--- config.mk ---
export PLATFORM = sky130hd
export DESIGN_NAME = tx_arbiter
export DESIGN_NICKNAME = d
export VERILOG_FILES = /design/src/rtl/tx_arbiter.sv
export SDC_FILE = /design/constraint.sdc
export NUM_CORES = 1
export LEC_CHECK = 0
export CAP_MARGIN = 10
export CORE_ASPECT_RATIO = 0.7
export CORE_UTILIZATION = 45
export CTS_CLUSTER_DIAMETER = 30
export DETAILED_ROUTE_END_ITERATION = 7
export PLACE_DENSITY = 0.84
export RECOVER_POWER = 25
export SLEW_MARGIN = 20
export SYNTH_ARGS = -nofsm -noshare
export SYNTH_HDL_FRONTEND = slang
export SYNTH_SLANG_ARGS = --single-unit
--- constraint.sdc ---
create_clock -name clk_i -period 3.45 [get_ports clk_i]
set_input_delay 0.69 -clock clk_i [delete_from_list [all_inputs] [get_ports clk_i]]
set_output_delay 0.69 -clock clk_i [all_outputs]
set_load 0.02 [all_outputs]
--- src/rtl/tx_arbiter.sv ---
// tx_arbiter: packet-level arbiter in front of a byte-wide PHY transmitter.
// Locks one requester per packet and enforces idle bit times after EOP.
module tx_arbiter #(
  parameter int N_REQ    = 3,
  parameter int GAP_BITS = 2,
  parameter int PRIO0    = 1
) (
  input  logic               clk_i,
  input  logic               rst_i,
  input  logic               clk_gate_i,
  input  logic [N_REQ-1:0]   req_valid_i,
  input  logic [8*N_REQ-1:0] req_data_i,
  output logic [N_REQ-1:0]   req_ready_o,
  output logic [N_REQ-1:0]   grant_o,
  output logic               tx_valid_o,
  output logic [7:0]         tx_data_o,
  input  logic               tx_ready_i,
  input  logic               tx_en_i,
  output logic               busy_o
);

  localparam int IW = $clog2(N_REQ);

  typedef enum logic [1:0] {
    IDLE,
    PKT,
    WAIT_EOP,
    GAP
  } state_t;

  state_t           state;
  logic [3:0]       gap_cnt;
  logic [IW-1:0]    last;
  logic [N_REQ-1:0] pick;
  logic [IW-1:0]    pick_idx;
  logic             pick_rr;

  // winner: requester 0 on priority, else first valid above last winner
  always_comb begin
    logic          found;
    logic [IW-1:0] ix;
    int            sum;
    found    = 1'b0;
    ix       = '0;
    sum      = 0;
    pick     = '0;
    pick_idx = last;
    pick_rr  = 1'b0;
    if (PRIO0 == 1 && req_valid_i[0]) begin
      pick[0] = 1'b1;
    end else begin
      for (int k = 1; k <= N_REQ; k++) begin
        sum = int'(last) + k;
        if (sum >= N_REQ) sum = sum - N_REQ;
        ix = IW'(sum);
        if (!found && req_valid_i[ix]) begin
          found    = 1'b1;
          pick[ix] = 1'b1;
          pick_idx = ix;
          pick_rr  = 1'b1;
        end
      end
    end
  end

  // packet FSM; only reset acts off the bit-time strobe
  always_ff @(posedge clk_i) begin
    if (rst_i) begin
      state   <= IDLE;
      grant_o <= '0;
      gap_cnt <= '0;
      last    <= IW'(N_REQ - 1);
      busy_o  <= 1'b0;
    end else if (clk_gate_i) begin
      unique case (state)
        IDLE: begin
          if (|req_valid_i) begin
            grant_o <= pick;
            if (pick_rr) last <= pick_idx;
            state   <= PKT;
            busy_o  <= 1'b1;
          end
        end
        PKT: begin
          if (!(|(grant_o & req_valid_i))) state <= WAIT_EOP;
        end
        WAIT_EOP: begin
          if (!tx_en_i) begin
            if (GAP_BITS == 0) begin
              state   <= IDLE;
              grant_o <= '0;
              busy_o  <= 1'b0;
            end else begin
              gap_cnt <= 4'(GAP_BITS - 1);
              state   <= GAP;
            end
          end
        end
        GAP: begin
          if (gap_cnt == 4'd0) begin
            state   <= IDLE;
            grant_o <= '0;
            busy_o  <= 1'b0;
          end else begin
            gap_cnt <= gap_cnt - 4'd1;
          end
        end
        default: state <= IDLE;
      endcase
    end
  end

  // byte path from the granted requester while its packet is open
  always_comb begin
    tx_valid_o  = 1'b0;
    tx_data_o   = 8'h00;
    req_ready_o = '0;
    if (state == PKT) begin
      tx_valid_o  = |(grant_o & req_valid_i);
      req_ready_o = grant_o & {N_REQ{tx_ready_i}};
      for (int k = 0; k < N_REQ; k++) begin
        if (grant_o[k]) tx_data_o = tx_data_o | req_data_i[8*k +: 8];
      end
    end
  end

endmodule

==> results.cfg, run 1 <==
[final_layout]
n_fill_cell = 175
drive_above_1_share_pct = 4.233
finalNonFillerCells = 221
fin_nets = 234
syn2layout_area_growth_pct = 40.91
diodes = 0
final_cell_mix = clkdlybuf4s50_1 (44), dfxtp_1 (12), nand2_1 (11), ha_1 (11)
layout_commonest_cell = clkdlybuf4s50_1

[clocking]
cts_max_level = 1
clk_pin_slew_ns = 0.06
cts_setup_buffers = 0
clock_sinks = 12
clock_latency_ns = 0.27
cts_buffers = 3
clockRootBuffer = clkbuf_4
ctsHoldBuffers = 0
clockBufferDepth = 2
cts_tree = yes
cts_resized = 0

[timing]
hold_viol = 0
fin_tns_setup_ns = 0
rsz0062_at_grt = no
fin_hold_ws_ns = 0.4719
final-max-slew-violation-count = 0
worst_pin_slew_ns = 0.4315
timing.final.crit_share_pct = 90.09
max_freq_mhz = 321.7
relSlewSlack_pct = 71.14
setup_viol = 0
post-route-min-period_ns = 3.108
fin_skew_ns = 0.003021

[global_routing]
antenna_found_initial = 0
grt_util_all_layers_pct = 24.42
grt.overflow.total = 0
grt_pass1_vias = 1174
grt_max_degree = 14
grt_pass1_wl_mm = 5.319

[floorplan]
rows = 14
ios = 48
coreArea_um2 = 2277
die-area_um2 = 2779
start_util_pct = 50.77
dieHeight_um = 44.41
chipWidth_um = 62.58

[critical_path]
cp_top_family = buffers and inverters
cp.arrival_ns = 2.42
crit_required_ns = 2.76
crit_path_top_delay_cell = dlygate4sd3_1
cp_max_fo = 9
cp-start-kind = input port
crit_path_cell_trace = dlygate4sd3_1 -> a222oi_1 -> nor2b_1 -> clkdlybuf4s50_1
cp_num_buf_inv = 2
critical_path_class = in2out
cp_slowest_stage_delay_ns = 0.71
endpoint_kind = primary output

[detailed_routing]
vias = 1292
postRouteAntennaNets = 0
drt-met1-wl_mm = 1.482
wl_met2_mm = 1.416
top_layer_used = met4
avgRoutedWirePerCell_um = 14.58
route.detailed.drc = 0
wl_mm = 3.222
firstDrtPassIters = 5
drt_iter0_markers = 110
vias_per_cell = 5.846
wl_met3_um = 311

[placement]
io_buffer_count = 47
dp_hpwl_mm = 2.473
place.gp.congestion = 0.9136
dp_cells = 218

[synth]
synth.area.top_cells = dfxtp_1 (21%), ha_1 (12%), a222oi_1 (7.8%)
avgSynthCellArea_um2 = 7.865
synth.distinct_cells = 42
synth_seq_cells = 12
ys_warn_count = 0
synthCells = 147
netlist.top_cell.by_area = dfxtp_1
synth-edff-count = 0
yosysSeqAreaShare_pct = 20.78
async_reset_ff_share_pct = 0
syn_nets = 190
synth_top_area_share_pct = 20.78
ys.flop_type = dfxtp_1
netlist_area_um2 = 1156

[outcome]
status = completed

[pwr]
powerDensity_nw_per_um2 = 263.1
p_leak_nw = 0.6413
vdd_ir_drop_max_mv = 0.3053

[hold_path]
hp-class = reg2reg

[job]
maxCapViolCount = 0
==> stage by stage <==
stage / instance area [um^2] / worst slack, ns / util (%) / power (W)
4_1_cts: 1629 / 0.4069 / 71.54 / 0.0004309
2_1_floorplan: 1156 / 1.484 / - / 0.0002780
3_5_place_dp: 1607 / 0.4338 / 70.55 / 0.0003487
3_3_place_gp: 1607 / 0.4367 / 70.55 / 0.0003437
6_report: 1629 / 0.3418 / 71.54 / 0.0004285
5_1_grt: 1629 / 0.2407 / 71.54 / 0.0004580
==> final cells by class <==
type | count | area, um^2 | share of cell area, %
Clock buffer | 3 | 22.52 | 1.382
Tap cell | 32 | 40.04 | 2.458
Timing Repair Buffer | 49 | 485.5 | 29.80
Inverter | 8 | 30.03 | 1.843
Sequential cell | 12 | 240.2 | 14.75
Multi-Input combinational cell | 117 | 810.8 | 49.77
==> registers in the layout (all words and copies together), names as in the netlist <==
signal	count
busy_o	1
gap_cnt	4
grant_o	3
last	2
state	2
==> power by group <==
group	switching [W]	leakage [nW]	internal [W]
clock	0.0000406	0.0138	0.0000403
sequential	0.0000126	0.0978	0.000148
combinational	0.0000919	0.530	0.0000955
==> synthesized netlist by cell type, types with 2 or more instances <==
cell type  number
a21boi_0        2
a21oi_1        10
a221o_1         2
a222oi_1        9
a31oi_1         2
a32o_1          2
and2_1          2
and3_1          4
buf_6           3
clkbuf_1        4
dfxtp_1        12
ha_1           11
inv_1           8
mux2i_1         2
nand2_1        11
nand2b_1        3
nand3_1         7
nand4_1         2
nor2_1          8
nor2b_1        10
nor3_1          5
o21ai_0         6
o21ai_1         2
o21bai_1        2
==> cell families after synthesis <==
kind of cell	Yosys count	synth area share, %
simple gates	56	25.65
compound gates	48	30.85
buf+inv	18	9.090
flops	12	20.78
fa+ha+maj	11	11.90
mux	2	1.732
==> worst reg2reg max path, cell delays in order, from the launching register on <==
cell and delay (ns):
dfxtp_1 0.42, inv_1 0.13, ha_1 0.55, mux2i_1 0.22, o21ai_0 0.13, and4_4 0.24
a221o_1 0.29, a32o_1 0.22
==> layer usage <==
layer,vias to the layer above,global-route usage [%]
met5,-,0
met4,0,5.581
met3,2,6.186
met2,73,40.00
met1,575,32.71
li1,642,-
==> worst paths after layout <==
path                       start  slack [ns]    endpoint  cells after the start
setup reg to reg         last[0]        1.13  grant_o[0]                      7
setup / recovery  req_valid_i[0]        0.34  tx_valid_o                      4
hold reg to reg           busy_o        0.47      busy_o                      2
hold / removal            busy_o        0.47      busy_o                      2
No activity file was read; power rests on OpenSTA's default activity.
==> run 2, diff against run 1 <==
ABC_CLOCK_PERIOD_IN_PS = 3450   (was unset)
CORE_ASPECT_RATIO = unset   (was 0.7)
==> results.cfg, run 2 (synthesis gave the netlist of run 1 again) <==
[detailed_routing]
route.detailed.drc = 0
wl_mm = 3.424
postRouteAntennaNets = 0
drt_iter0_markers = 111
avgRoutedWirePerCell_um = 15.56
firstDrtPassIters = 6
vias_per_cell = 6.032
vias = 1327

[pwr]
p_sw_w = 0.0001568
p_seq_share_pct = 34.7
combinationalPowerShare_pct = 40.6
p_leak_nw = 0.6459
clkPwrFrac_pct = 24.8
intPower_w = 0.0003066
powerDensity_nw_per_um2 = 283.2
swShare_pct = 33.84
fin_total_pwr_w = 0.0004634
vdd_ir_drop_max_mv = 0.2402

[floorplan]
rows = 18
chipWidth_um = 52.69
coreArea_um2 = 2455
ios = 48
start_util_pct = 47.09
dieHeight_um = 52.69
die-area_um2 = 2776

[job]
maxCapViolCount = 0

[final_layout]
layout_commonest_cell = clkdlybuf4s50_1
final_cell_mix = clkdlybuf4s50_1 (44), dfxtp_1 (12), nand2_1 (11), ha_1 (11)
fin_nets = 234
diodes = 0
largest_register = gap_cnt
finalNonFillerCells = 220
largest_reg_flops = 4
drive_above_1_share_pct = 4.211
top_regs = gap_cnt: 4 flops, grant_o: 3 flops
syn2layout_area_growth_pct = 41.56

[critical_path]
crit_required_ns = 2.76
crit_path_cell_trace = clkdlybuf4s50_1 -> a222oi_1 -> nor2b_1 -> clkdlybuf4s50_1
endpoint_kind = primary output
crit_path_top_delay_cell = clkdlybuf4s50_1
cp_common_cell = clkdlybuf4s50_1
r2r_cells = 7
critical_path_class = in2out
timing.rr.start = last[0]
cp-start-kind = input port
cp_slowest_stage_delay_ns = 0.64
crit_start = req_valid_i[0]
cp_max_fo = 9
cp.arrival_ns = 2.33

[global_routing]
grt_pass1_wl_mm = 5.271
grt_max_degree = 14
grt_util_all_layers_pct = 25.62
antenna_found_initial = 0
grt_pass1_vias = 1190
grt.overflow.total = 0

[clocking]
cts_max_level = 1
cts_tree = yes
clockRootBuffer = clkbuf_4
cts_buffers = 3
cts_setup_buffers = 0
clock_sinks = 12
clk_pin_slew_ns = 0.08
cts_resized = 0
clock_latency_ns = 0.28
ctsHoldBuffers = 0
clockBufferDepth = 2

[placement]
place.gp.congestion = 1.023
dp_cells = 216
io_buffer_count = 47
dp_hpwl_mm = 2.626

[timing]
setup_viol = 0
max_freq_mhz = 331.6
relSlewSlack_pct = 70.41
post-route-min-period_ns = 3.016
final-max-slew-violation-count = 0
fin_tns_setup_ns = 0
hold_viol = 0
timing.final.crit_share_pct = 87.41
rsz0062_at_grt = no
fin_skew_ns = 0.0009453
worst_pin_slew_ns = 0.4424

[outcome]
status = completed

[hold_path]
hold_start = busy_o
hp-class = reg2reg
worstHoldPathCells = 2
==> run 2: cell types whose count changed in the layout (fill, tap and decap cells not counted), sizes merged <==
cell,change
clkbuf,+2
buf,-1
==> run 2: layout make-up <==
| class | instances | area, um^2 |
|---|---|---|
| fill | 208 | 818.3 |
| multi-input combinational | 117 | 810.8 |
| timing repair buffer | 49 | 481.7 |
| sequential | 12 | 240.2 |
| tap | 30 | 37.54 |
| clock buffer | 4 | 36.28 |
| inverter | 8 | 30.03 |
==> run 2: critical path, delay by kind of cell <==
kind            cells  cell delay (ns)
simple gates        1             0.21
compound gates      1             0.16
buf+inv             2             1.27
==> run 2: stage by stage <==
| step | hold slack, ns | setup slack, ns | cell area, um^2 | utilization [%] |
|---|---|---|---|---|
| after floorplan | 0.4732 | 1.484 | 1156 | - |
| after global placement | 0.4584 | 0.4902 | 1604 | 65.34 |
| after detailed placement | 0.4625 | 0.4675 | 1604 | 65.34 |
| after CTS | 0.4734 | 0.4500 | 1640 | 66.82 |
| after global routing | 0.4966 | 0.3455 | 1637 | 66.67 |
| final | 0.4710 | 0.4345 | 1637 | 66.67 |
==> run 2: layer usage <==
metal / track usage (%) / vias to the layer above / share of wire (%)
met1: 29.97 / 608 / 40
li1: - / 641 / -
met2: 47.68 / 72 / 48
met4: 5.263 / 0 / 1.1
met5: 0 / - / 0
met3: 4.638 / 6 / 11
==> run 2: power by group through the flow <==
stage                     clock, W  sequential, W  combinational (W)
final                     0.000115       0.000161           0.000188
after floorplan                  0       0.000161           0.000117
after CTS                 0.000116       0.000160           0.000188
after global placement           0       0.000163           0.000179
after detailed placement         0       0.000164           0.000187
after global routing      0.000122       0.000162           0.000205
==> run 2: path summary, 6_finish.rpt <==
path | end | slack, ns
min reg2reg | busy_o | 0.47
max | tx_valid_o | 0.43
max reg2reg | grant_o[0] | 1.09
min | busy_o | 0.47
==> run 3, diff against run 2 <==
CTS_CLUSTER_DIAMETER = unset   (was 30)
SETUP_SLACK_MARGIN = 0.02   (was unset)
==> results of run 3 <==
Final layout, timing and power as in run 2 (identical DEF).
==> variant (config.mk and constraints of run 3) <==
Set the parameter `N_REQ` to 6 (it was 3).
--- a/src/rtl/tx_arbiter.sv
+++ b/src/rtl/tx_arbiter.sv
@@ -2,5 +2,5 @@
 // Locks one requester per packet and enforces idle bit times after EOP.
 module tx_arbiter #(
-  parameter int N_REQ    = 3,
+  parameter int N_REQ    = 6,
   parameter int GAP_BITS = 2,
   parameter int PRIO0    = 1
Ports: changed (resized grant_o, req_data_i, req_ready_o and req_valid_i); port bits go from 48 to 81. No check against the original RTL was run, so the function may have changed too.
==> variant against run 3 <==
Worst setup slack worse by 0.25 ns; total power rose to 4.3 times the old value; routed wire length up 140%; design area up 110%; synthesized area up 110%; hold slack better by 0.017 ns; sequential cell count up 4; critical path depth up 1.
==> variant: results (changes against run 3) <==
metric,value,unit,change
status,completed,,
synthTopCellsByArea,"dfxtp_1 13%, a22oi_1 9.2%, ha_1 7.9%",,
synthMuxAreaShare,0.07222,,+0.05490
num_vias,3006,,+130%
dpl_cell_area,0.003319,mm²,+110%
synth_fa_ha_area_frac,0.07907,,-0.03998
grt_max_degree,30,,+16
slew_headroom,0.4810,,-0.2231
place.gp.congestion,1.059,,+3.6%
drt_iter0_markers,382,,+240%
p_leak,1.276,nW,+98%
reg2reg_slack,0.35,ns,-0.74 ns
worst_clock_skew,0.0007289,ns,-0.0002164 ns
synthCells,320,,+120%
grt_util_all_layers,0.2972,,+0.04105
synth-seq-area-share,0.1349,,-0.07284
drive_gt1_frac,0.08911,,+0.04700
dr.pass1.iters,5,,-1
crit_path_max_fanout,6,,-3
ir_drop,0.0002714,V,+13%
largest_registers,"grant_o x6, gap_cnt x4, last x3",,
viasPerCell,6.342,,+5.1%
syn-num-nets,394,,+110%
pre_cts_slack,0.1923,ns,-0.2752 ns
grt_first_pass_wirelength,12900,µm,+140%
arrival,2.58,ns,+0.25 ns
n_fill_cell,451,,+120%
swShare,0.5105,,+0.1721
nets,479,,+100%
port_buffers,80,,+70%
yosys-top-cells-count,"29 x a22oi_1, 29 x nor2_1, 18 x nand2_1, 17 x a21oi_1, 16 x dfxtp_1",,
hpwl,6368,µm,+140%
critPathMaxStageDelay,0.69,ns,+0.05 ns
fin_hold_ws,0.4881,ns,+0.01708 ns
first_global_vias,2731,,+130%
dp.cells,470,,+120%
wirelength,8344,µm,+140%
synth_cell_types,67,,+60%
synth_compound_area_frac,0.3537,,+0.04527
## variant: changes by cell type in the layout (fill, tap and decap cells not counted), sizes merged, moves of 8 or more
cell                  run 3  this run
a222oi                    9         1
clkdlybuf4s50            44        74
buf                       1        19
mux2i                     2        10
a22oi                     0        29
a31oi                     2        12
nor2                      9        29
## variant: path summary, 6_finish.rpt
| check | start | to | depth (start not counted) |
|---|---|---|---|
| worst max-delay path | req_valid_i[0] | tx_valid_o | 5 |
| worst min-delay path | busy_o | busy_o | 2 |
| worst max register to register | last[0] | grant_o[4] | 11 |
| worst min register to register | busy_o | busy_o | 2 |
## variant: per-layer routing
layer  wire length [µm]  share of wire  global-route usage  up-vias
met4                253          0.030              0.1069        0
met5                  0              0                   0        -
met2               3905           0.47              0.5025      187
met1               3305           0.40              0.3740     1372
li1                   -              -                   -     1417
met3                879           0.11             0.06158       30
## variant: area by class of cell
class                      instances  area [µm²]  share of cell area
clock buffer                       4       55.05             0.01633
sequential                        16       320.3             0.09503
timing repair buffer             100       947.2              0.2810
inverter                          12       45.04             0.01336
multi-input combinational        272        1916              0.5683
tap                               70       87.58             0.02598
## variant: logic make-up after synthesis
logic type      Yosys count
buf+inv                  32
mux                      15
fa+ha+maj                15
simple gates            118
flops                    16
xor+xnor                  8
compound gates          116
## variant: power groups by stage
| stage | Clock, mW | Sequential, mW | Combinational (mW) |
|---|---|---|---|
| floorplan | 0 | 0.250 | 1.05 |
| global placement | 0 | 0.262 | 1.49 |
| detailed placement | 0 | 0.263 | 1.52 |
| CTS | 0.170 | 0.259 | 1.53 |
| global route | 0.180 | 0.263 | 1.70 |
| finish | 0.170 | 0.260 | 1.57 |
